==> src/rtl/hazard_fwd_ctrl.sv <==
// Hazard and forwarding controller: a scoreboard of in-flight destinations drives stall, branch flush and EXE forward selects.
// Build option FORWARDING_EN: load-use-only stalls plus EXE operand forwarding; without it every RAW hazard stalls.
module hazard_fwd_ctrl #(
   parameter int REG_AW     = 4,
   parameter int DEPTH      = 3,
   parameter int LOAD_READY = 2,
   parameter int FLUSH_LEN  = 1,
   parameter int FWD_W      = $clog2(DEPTH)
) (
   input  logic              clk,
   input  logic              rst,
   input  logic              id_valid,
   input  logic [REG_AW-1:0] id_src1,
   input  logic [REG_AW-1:0] id_src2,
   input  logic              id_src1_en,
   input  logic              id_src2_en,
   input  logic [REG_AW-1:0] id_dest,
   input  logic              id_wb_en,
   input  logic              id_mem_read,
   input  logic              branch_taken,
   output logic              stall,
   output logic              flush_if,
   output logic              flush_id,
   output logic [FWD_W-1:0]  fwd_sel1,
   output logic [FWD_W-1:0]  fwd_sel2,
   output logic [15:0]       stall_cnt
);

   logic [DEPTH-1:0]  sb_valid_q, sb_valid_d;
   logic [DEPTH-1:0]  sb_load_q, sb_load_d;
   logic [REG_AW-1:0] sb_dest_q [DEPTH];
   logic [REG_AW-1:0] sb_dest_d [DEPTH];
   logic [3:0]        flush_ctr_q, flush_ctr_d;
   logic [15:0]       stall_cnt_q, stall_cnt_d;
   logic [DEPTH-1:0]  stall_elig;
   logic              flush;
   logic              hazard;

   // Entry DEPTH-1 is WB: the register file bypasses it, so it is never a stall source.
   always_comb begin
      for (int k = 0; k < DEPTH; k++) begin
`ifdef FORWARDING_EN
         stall_elig[k] = sb_load_q[k] && (k + 1 < LOAD_READY) && (k < DEPTH - 1);
`else
         stall_elig[k] = (k < DEPTH - 1);
`endif
      end
   end

   always_comb begin
      flush  = branch_taken | (flush_ctr_q != 4'd0);
      hazard = 1'b0;
      for (int k = 0; k < DEPTH; k++) begin
         if (sb_valid_q[k] && stall_elig[k] &&
             ((id_src1_en && (sb_dest_q[k] == id_src1)) ||
              (id_src2_en && (sb_dest_q[k] == id_src2))))
            hazard = 1'b1;
      end
      stall = id_valid & ~flush & hazard;
   end

   always_comb begin
      sb_valid_d   = {sb_valid_q[DEPTH-2:0], id_valid & id_wb_en & ~stall & ~flush};
      sb_load_d    = {sb_load_q[DEPTH-2:0], id_mem_read};
      sb_dest_d[0] = id_dest;
      for (int k = 1; k < DEPTH; k++)
         sb_dest_d[k] = sb_dest_q[k-1];
      if (branch_taken)
         flush_ctr_d = 4'(FLUSH_LEN - 1);
      else if (flush_ctr_q != 4'd0)
         flush_ctr_d = flush_ctr_q - 4'd1;
      else
         flush_ctr_d = 4'd0;
      stall_cnt_d = (stall && (stall_cnt_q != 16'hFFFF)) ? stall_cnt_q + 16'd1 : stall_cnt_q;
   end

   always_ff @(posedge clk or negedge rst) begin
      if (!rst) begin
         sb_valid_q  <= '0;
         sb_load_q   <= '0;
         for (int k = 0; k < DEPTH; k++)
            sb_dest_q[k] <= '0;
         flush_ctr_q <= 4'd0;
         stall_cnt_q <= 16'd0;
      end else begin
         sb_valid_q  <= sb_valid_d;
         sb_load_q   <= sb_load_d;
         for (int k = 0; k < DEPTH; k++)
            sb_dest_q[k] <= sb_dest_d[k];
         flush_ctr_q <= flush_ctr_d;
         stall_cnt_q <= stall_cnt_d;
      end
   end

   assign flush_if  = flush;
   assign flush_id  = flush;
   assign stall_cnt = stall_cnt_q;

`ifdef FORWARDING_EN
   logic [REG_AW-1:0] ex_src1_q, ex_src1_d, ex_src2_q, ex_src2_d;
   logic              ex_en1_q, ex_en1_d, ex_en2_q, ex_en2_d;

   // Scan oldest to youngest so the youngest matching producer overrides.
   always_comb begin
      ex_src1_d = id_src1;
      ex_src2_d = id_src2;
      ex_en1_d  = id_src1_en & ~stall & ~flush;
      ex_en2_d  = id_src2_en & ~stall & ~flush;
      fwd_sel1  = '0;
      fwd_sel2  = '0;
      for (int k = DEPTH - 1; k >= 1; k--) begin
         if (ex_en1_q && sb_valid_q[k] && (sb_dest_q[k] == ex_src1_q))
            fwd_sel1 = FWD_W'(k);
         if (ex_en2_q && sb_valid_q[k] && (sb_dest_q[k] == ex_src2_q))
            fwd_sel2 = FWD_W'(k);
      end
   end

   always_ff @(posedge clk or negedge rst) begin
      if (!rst) begin
         ex_src1_q <= '0;
         ex_src2_q <= '0;
         ex_en1_q  <= 1'b0;
         ex_en2_q  <= 1'b0;
      end else begin
         ex_src1_q <= ex_src1_d;
         ex_src2_q <= ex_src2_d;
         ex_en1_q  <= ex_en1_d;
         ex_en2_q  <= ex_en2_d;
      end
   end
`else
   logic unused_load_bits;
   assign unused_load_bits = ^sb_load_q;
   assign fwd_sel1 = '0;
   assign fwd_sel2 = '0;
`endif

endmodule
==> config.mk <==
export PLATFORM = sky130hd
export DESIGN_NAME = hazard_fwd_ctrl
export DESIGN_NICKNAME = d
export VERILOG_FILES = /design/src/rtl/hazard_fwd_ctrl.sv
export SDC_FILE = /design/constraint.sdc
export NUM_CORES = 1
export LEC_CHECK = 0
export BUFFER_PORTS_ARGS = -buffer_cell sky130_fd_sc_hd__buf_4
export CORE_MARGIN = 1.5
export CORE_UTILIZATION = 57
export CTS_BUF_LIST = sky130_fd_sc_hd__clkbuf_2
export CTS_CLUSTER_SIZE = 12
export DETAILED_ROUTE_END_ITERATION = 6
export GPL_TIMING_DRIVEN = 0
export PLACE_DENSITY_LB_ADDON = 0.05
export SETUP_SLACK_MARGIN = 0.2
export SYNTH_ARGS = -nofsm -noshare
export SYNTH_HDL_FRONTEND = slang
export SYNTH_SLANG_ARGS = --single-unit
export TNS_END_PERCENT = 100
==> constraint.sdc <==
create_clock -name clk -period 3.4 [get_ports clk]
set_input_delay 0.51 -clock clk [delete_from_list [all_inputs] [get_ports clk]]
set_output_delay 0.51 -clock clk [all_outputs]
set_load 0.01 [all_outputs]
== Word level (Yosys, flattened, before mapping) ==
Index checks and enable logic that the tools add are counted.
Storage, ports and cells
  register bits: 30
  input bits: 20
  output and inout port bits: 23
  word-level logic and storage cells: 34
Cells by class
  add/sub/neg operators: 2
  equal/unequal tests: 5
  multiplexer cells: 4
  bitwise logic cells: 8
  reduce and logical (&&, ||, !) cells: 10
Operators by type and width (count)
  adder 16 x 1 -> 16 bit, second input constant: 1
  equality test 4 bit: 4
  inequality test 16 bit, second input constant: 1
  two-way mux 4 bit: 2
  logical AND 1 bit: 7
  bitwise AND 1 bit: 5
  nonzero test 4 bit: 1
  subtractor 4 x 1 -> 4 bit, second input constant: 1
  logical OR 1 bit: 2
  two-way mux 1 bit: 2
  NOT 1 bit: 2
  bitwise OR 1 bit: 1

== Longest topological paths before layout ==
  depth after elaboration: 10
  gate-level depth with buffers: 9

== Worst setup path after synthesis ==
OpenSTA, ideal clock, no wires.
  path kind: input -> output
  start: input id_src2[0]
  end: output stall
  arrival: 1485 ps
  required time: 2890 ps
  setup slack: 1405 ps
  cell stages on the path: 5
  buffers on the path: 1
  cell sequence: xor2_1 > nor3_1 > nand4_1 > a41oi_4 > buf_6
On the way
  word-level cells in the longest chain between the ends: 7
  elaborated cells on any way between the ends: 11
Ends and longest elaborated chain
  start: declaration: line 14  | input logic [REG_AW-1:0] id_src2,
  equality test 4 bit: line 56  | (id_src2_en && (sb_dest_q[k] == id_src2))))
  logical AND 1 bit: line 56
  logical OR 1 bit: line 55  | ((id_src1_en && (sb_dest_q[k] == id_src1)) ||
  logical AND 1 bit: line 54  | if (sb_valid_q[k] && stall_elig[k] &&
  two-way mux 1 bit: line 54
  two-way mux 1 bit *: line 54
  bitwise AND 1 bit *: line 59  | stall = id_valid & ~flush & hazard;
  end: declaration: line 21  | output logic stall,
Mark *: on every way between the ends. The rest lies on a longest branch, timed or not.

== Worst setup path after layout ==
  start: register flush_ctr_q[0]
  end: output stall
On the way
  word-level cells in the longest chain between the ends: 5
Ends and longest elaborated chain
  start: declaration: line 33  | logic [3:0] flush_ctr_q, flush_ctr_d;
  start signal: assignment: line 90  | flush_ctr_q <= flush_ctr_d;
  nonzero test 4 bit: line 51  | flush = branch_taken | (flush_ctr_q != 4'd0);
  bitwise OR 1 bit: line 51
  NOT 1 bit: line 59
  bitwise AND 1 bit (2 in series): line 59
No other way between the ends.

==> impl_metrics.ini <==
[synth]
synth_compound_area_frac = 0.0290
synth-seq-cells = 30
synth-simple-area-share = 0.198
synth_mux_area_frac = 0.0179
yosysWarnings = 0
synthXorXnorAreaFrac = 0.179
syn-cell-area_sq_um = 1470
synth_fa_ha_area_frac = 0.0170
synth_top_family_by_area = simple AND/OR/NAND/NOR gates
syn_area_per_cell_sq_um = 11.0
synthCells = 134
synth_cell_types = 23
synth_seq_area_share = 0.511

[worst_setup_path]
crit_fanout = 10
cp.required_ps = 2890
crit_arrival_ps = 2220
endpoint_kind = primary output
critPathSlowestCell = dfrtp_1
worstSetupStartpointType = flop
path_cells = inv_1 > ha_1 > nand2b_1 > nor3_1 > nand2_1 > a41oi_4 > buf_6 > buf_4
critical_path_class = flop to primary output
cpPeakStageDelay_ps = 430

[clock_tree]
cts_tree = yes
worstSkewPairLatency_ps = 350
htree_levels = 2
cts-root-buf = clkbuf_2
cts.sinks = 30
clkTransAtPathRegs_ps = 160
numCtsBuffers = 5
clk_path_buf_depth = 2
cts_setup_buffers = 0

[floorplanning]
die-area_sq_um = 2890
start_util = 0.598
die_w_microns = 53.8
fp.dieH_microns = 53.8
rows = 18
core_sq_um = 2450
ioPinCount = 43

[pwr]
powerDensity_nw_per_um2 = 454
leakage_nw = 0.913
irDropWorstVdd_mv = 0.484

[grt]
grtUsageTotal = 0.220
overflow = 0
grt_max_degree = 31
antenna_found_initial = 0
grt_pass1_wl_mm = 4.46
grt_pass1_vias = 1038

[route]
wl_mm = 2.86
drt_pre_antenna_iters = 4
post_drt_via_cell_ratio = 5.44
antenna_left = 0
via_count = 1158
post-route-drc-count = 0
routedWlPerCell_microns = 13.4
drt_iter0_drc = 22

[layout]
nNetsFinal = 204
area_delta_synth_final_pct = 27.5
fin_util = 0.763
fin_cells = 213
multi_input_area_sq_um = 662
drive_gt1_frac = 0.290
antennaDiodeCount = 0
nFillCells = 185
final_common_cell = buf_4
regArea_sq_um = 751
final_cell_mix = 42 x buf_4, 30 x dfrtp_1, 18 x xnor2_1

[min_path]
worstHoldPathType = primary input to flop

[timing]
report.final.slew_viol_count = 0
finalSetupTns_ps = 0
worstMarginPinSlew_ps = 545
finalSetupViolCount = 0
clock.fmax_ghz = 0.367
min_period_ps = 2730
hold_slack_ps = 260
period_share = 0.802
rsz0062_at_grt = false
fin_ws_ps = 675
finalClockSkew_ps = 11.6
hold_viol = 0
max_slew_margin = 0.636

[place]
dp_worst_setup_slack_ps = 995
portBuffers = 37
dp_hpwl_mm = 2.12
place_inst = 204
place.gp.congestion = 0.724

[job]
cap_violations = 0

[run_status]
outcome = completed
==> final timing paths <==
| path | start | end | slack, ps | depth (start not counted) |
|---|---|---|---|---|
| setup reg to reg | flush_ctr_q[0]$_DFF_PN0_ | stall_cnt[1]$_DFFE_PN0P_ | 1260 | 8 |
| min in group asynchronous | rst | stall_cnt[15]$_DFFE_PN0P_ | 590 | 2 |
| hold / removal | id_dest[2] | sb_dest_d[6]$_DFF_PN0_ | 260 | 1 |
| max in group asynchronous | rst | sb_dest_d[3]$_DFF_PN0_ | 2530 | 2 |
| hold reg to reg | sb_valid_q[0]$_DFF_PN0_ | sb_valid_q[1]$_DFF_PN0_ | 450 | 0 |
| setup / recovery | flush_ctr_q[0]$_DFF_PN0_ | stall | 670 | 8 |
==> flip-flops by register name (all words and copies together) (netlist names) <==
name,flops
flush_ctr_q,4
sb_valid_q,2
stall_cnt,16
sb_dest_d,8
==> cell usage after synthesis <==
cell      instances  area (sq um)
nor3_1            8          40.0
xnor2_1          18           158
o21ai_0           1          5.00
or3_1             1          6.26
xor2_1           12           105
ha_1              2          25.0
nand2_1           7          26.3
nor2_1            5          18.8
inv_1             5          18.8
buf_6             1          11.3
conb_1            1          3.75
nand4_1          13          81.3
nand2b_1          2          12.5
mux2_4            1          15.0
a41oi_4           1          27.5
buf_4             5          37.5
a21oi_1           2          10.0
nor3b_1           1          7.51
dfrtp_1          30           751
nand3b_1          1          7.51
and3_1            8          50.1
mux2_1            1          11.3
nand3_1           8          40.0
==> kinds of logic after synthesis <==
logic type	Yosys count
simple gates	54
xor+xnor	30
flops	30
buf+inv	11
compound gates	4
fa+ha+maj	2
mux	2
other cells	1
==> where the power goes <==
| part | leakage [nW] | total, mW | internal, mW | switching [mW] |
|---|---|---|---|---|
| clock | 0.0392 | 0.252 | 0.128 | 0.124 |
| combinational | 0.476 | 0.184 | 0.0939 | 0.0896 |
| sequential | 0.398 | 0.414 | 0.385 | 0.0284 |
==> routing by layer <==
| metal | up-vias | GRT usage | part of all wire |
|---|---|---|---|
| met1 | 559 | 0.265 | 0.39 |
| met5 | - | 0 | 0 |
| met2 | 49 | 0.366 | 0.53 |
| met4 | 0 | 0.0855 | 0.0021 |
| met3 | 2 | 0.0694 | 0.074 |
| li1 | 548 | - | - |
==> layout make-up <==
type	count	share of cell area
flip-flops and latches	30	0.401
well taps	30	0.0200
clock buffers	6	0.0160
inverters	5	0.0100
repair buffers	38	0.154
clock inverters	2	0.0200
plain buffers	6	0.0261
multi-input cells	96	0.353
==> per-stage QoR <==
step	power, mW	area [sq um]
after global placement	0.594	1800
after CTS	0.857	1860
final	0.849	1870
after detailed placement	0.604	1800
after global routing	0.905	1870
after floorplan	0.530	1480
==> worst max-delay path: cells and delay by family, from the launching register on <==
| family | cells | cell delay (ps) |
|---|---|---|
| AND/OR/NAND/NOR | 3 | 510 |
| flip-flops | 1 | 430 |
| buffers and inverters | 3 | 400 |
| AO/OA/AOI/OAI | 1 | 330 |
| adder cells (fa/ha/maj) | 1 | 200 |
==> repair_timing <==
action / 4_1_cts / 5_1_grt
gates resized for setup: 0 / 0
hold buffers: 0 / 1
endpoints found under the hold margin: 0 / 5
endpoints found under the setup margin: 0 / 0
Note: power is estimated with default switching activity, not from simulation.
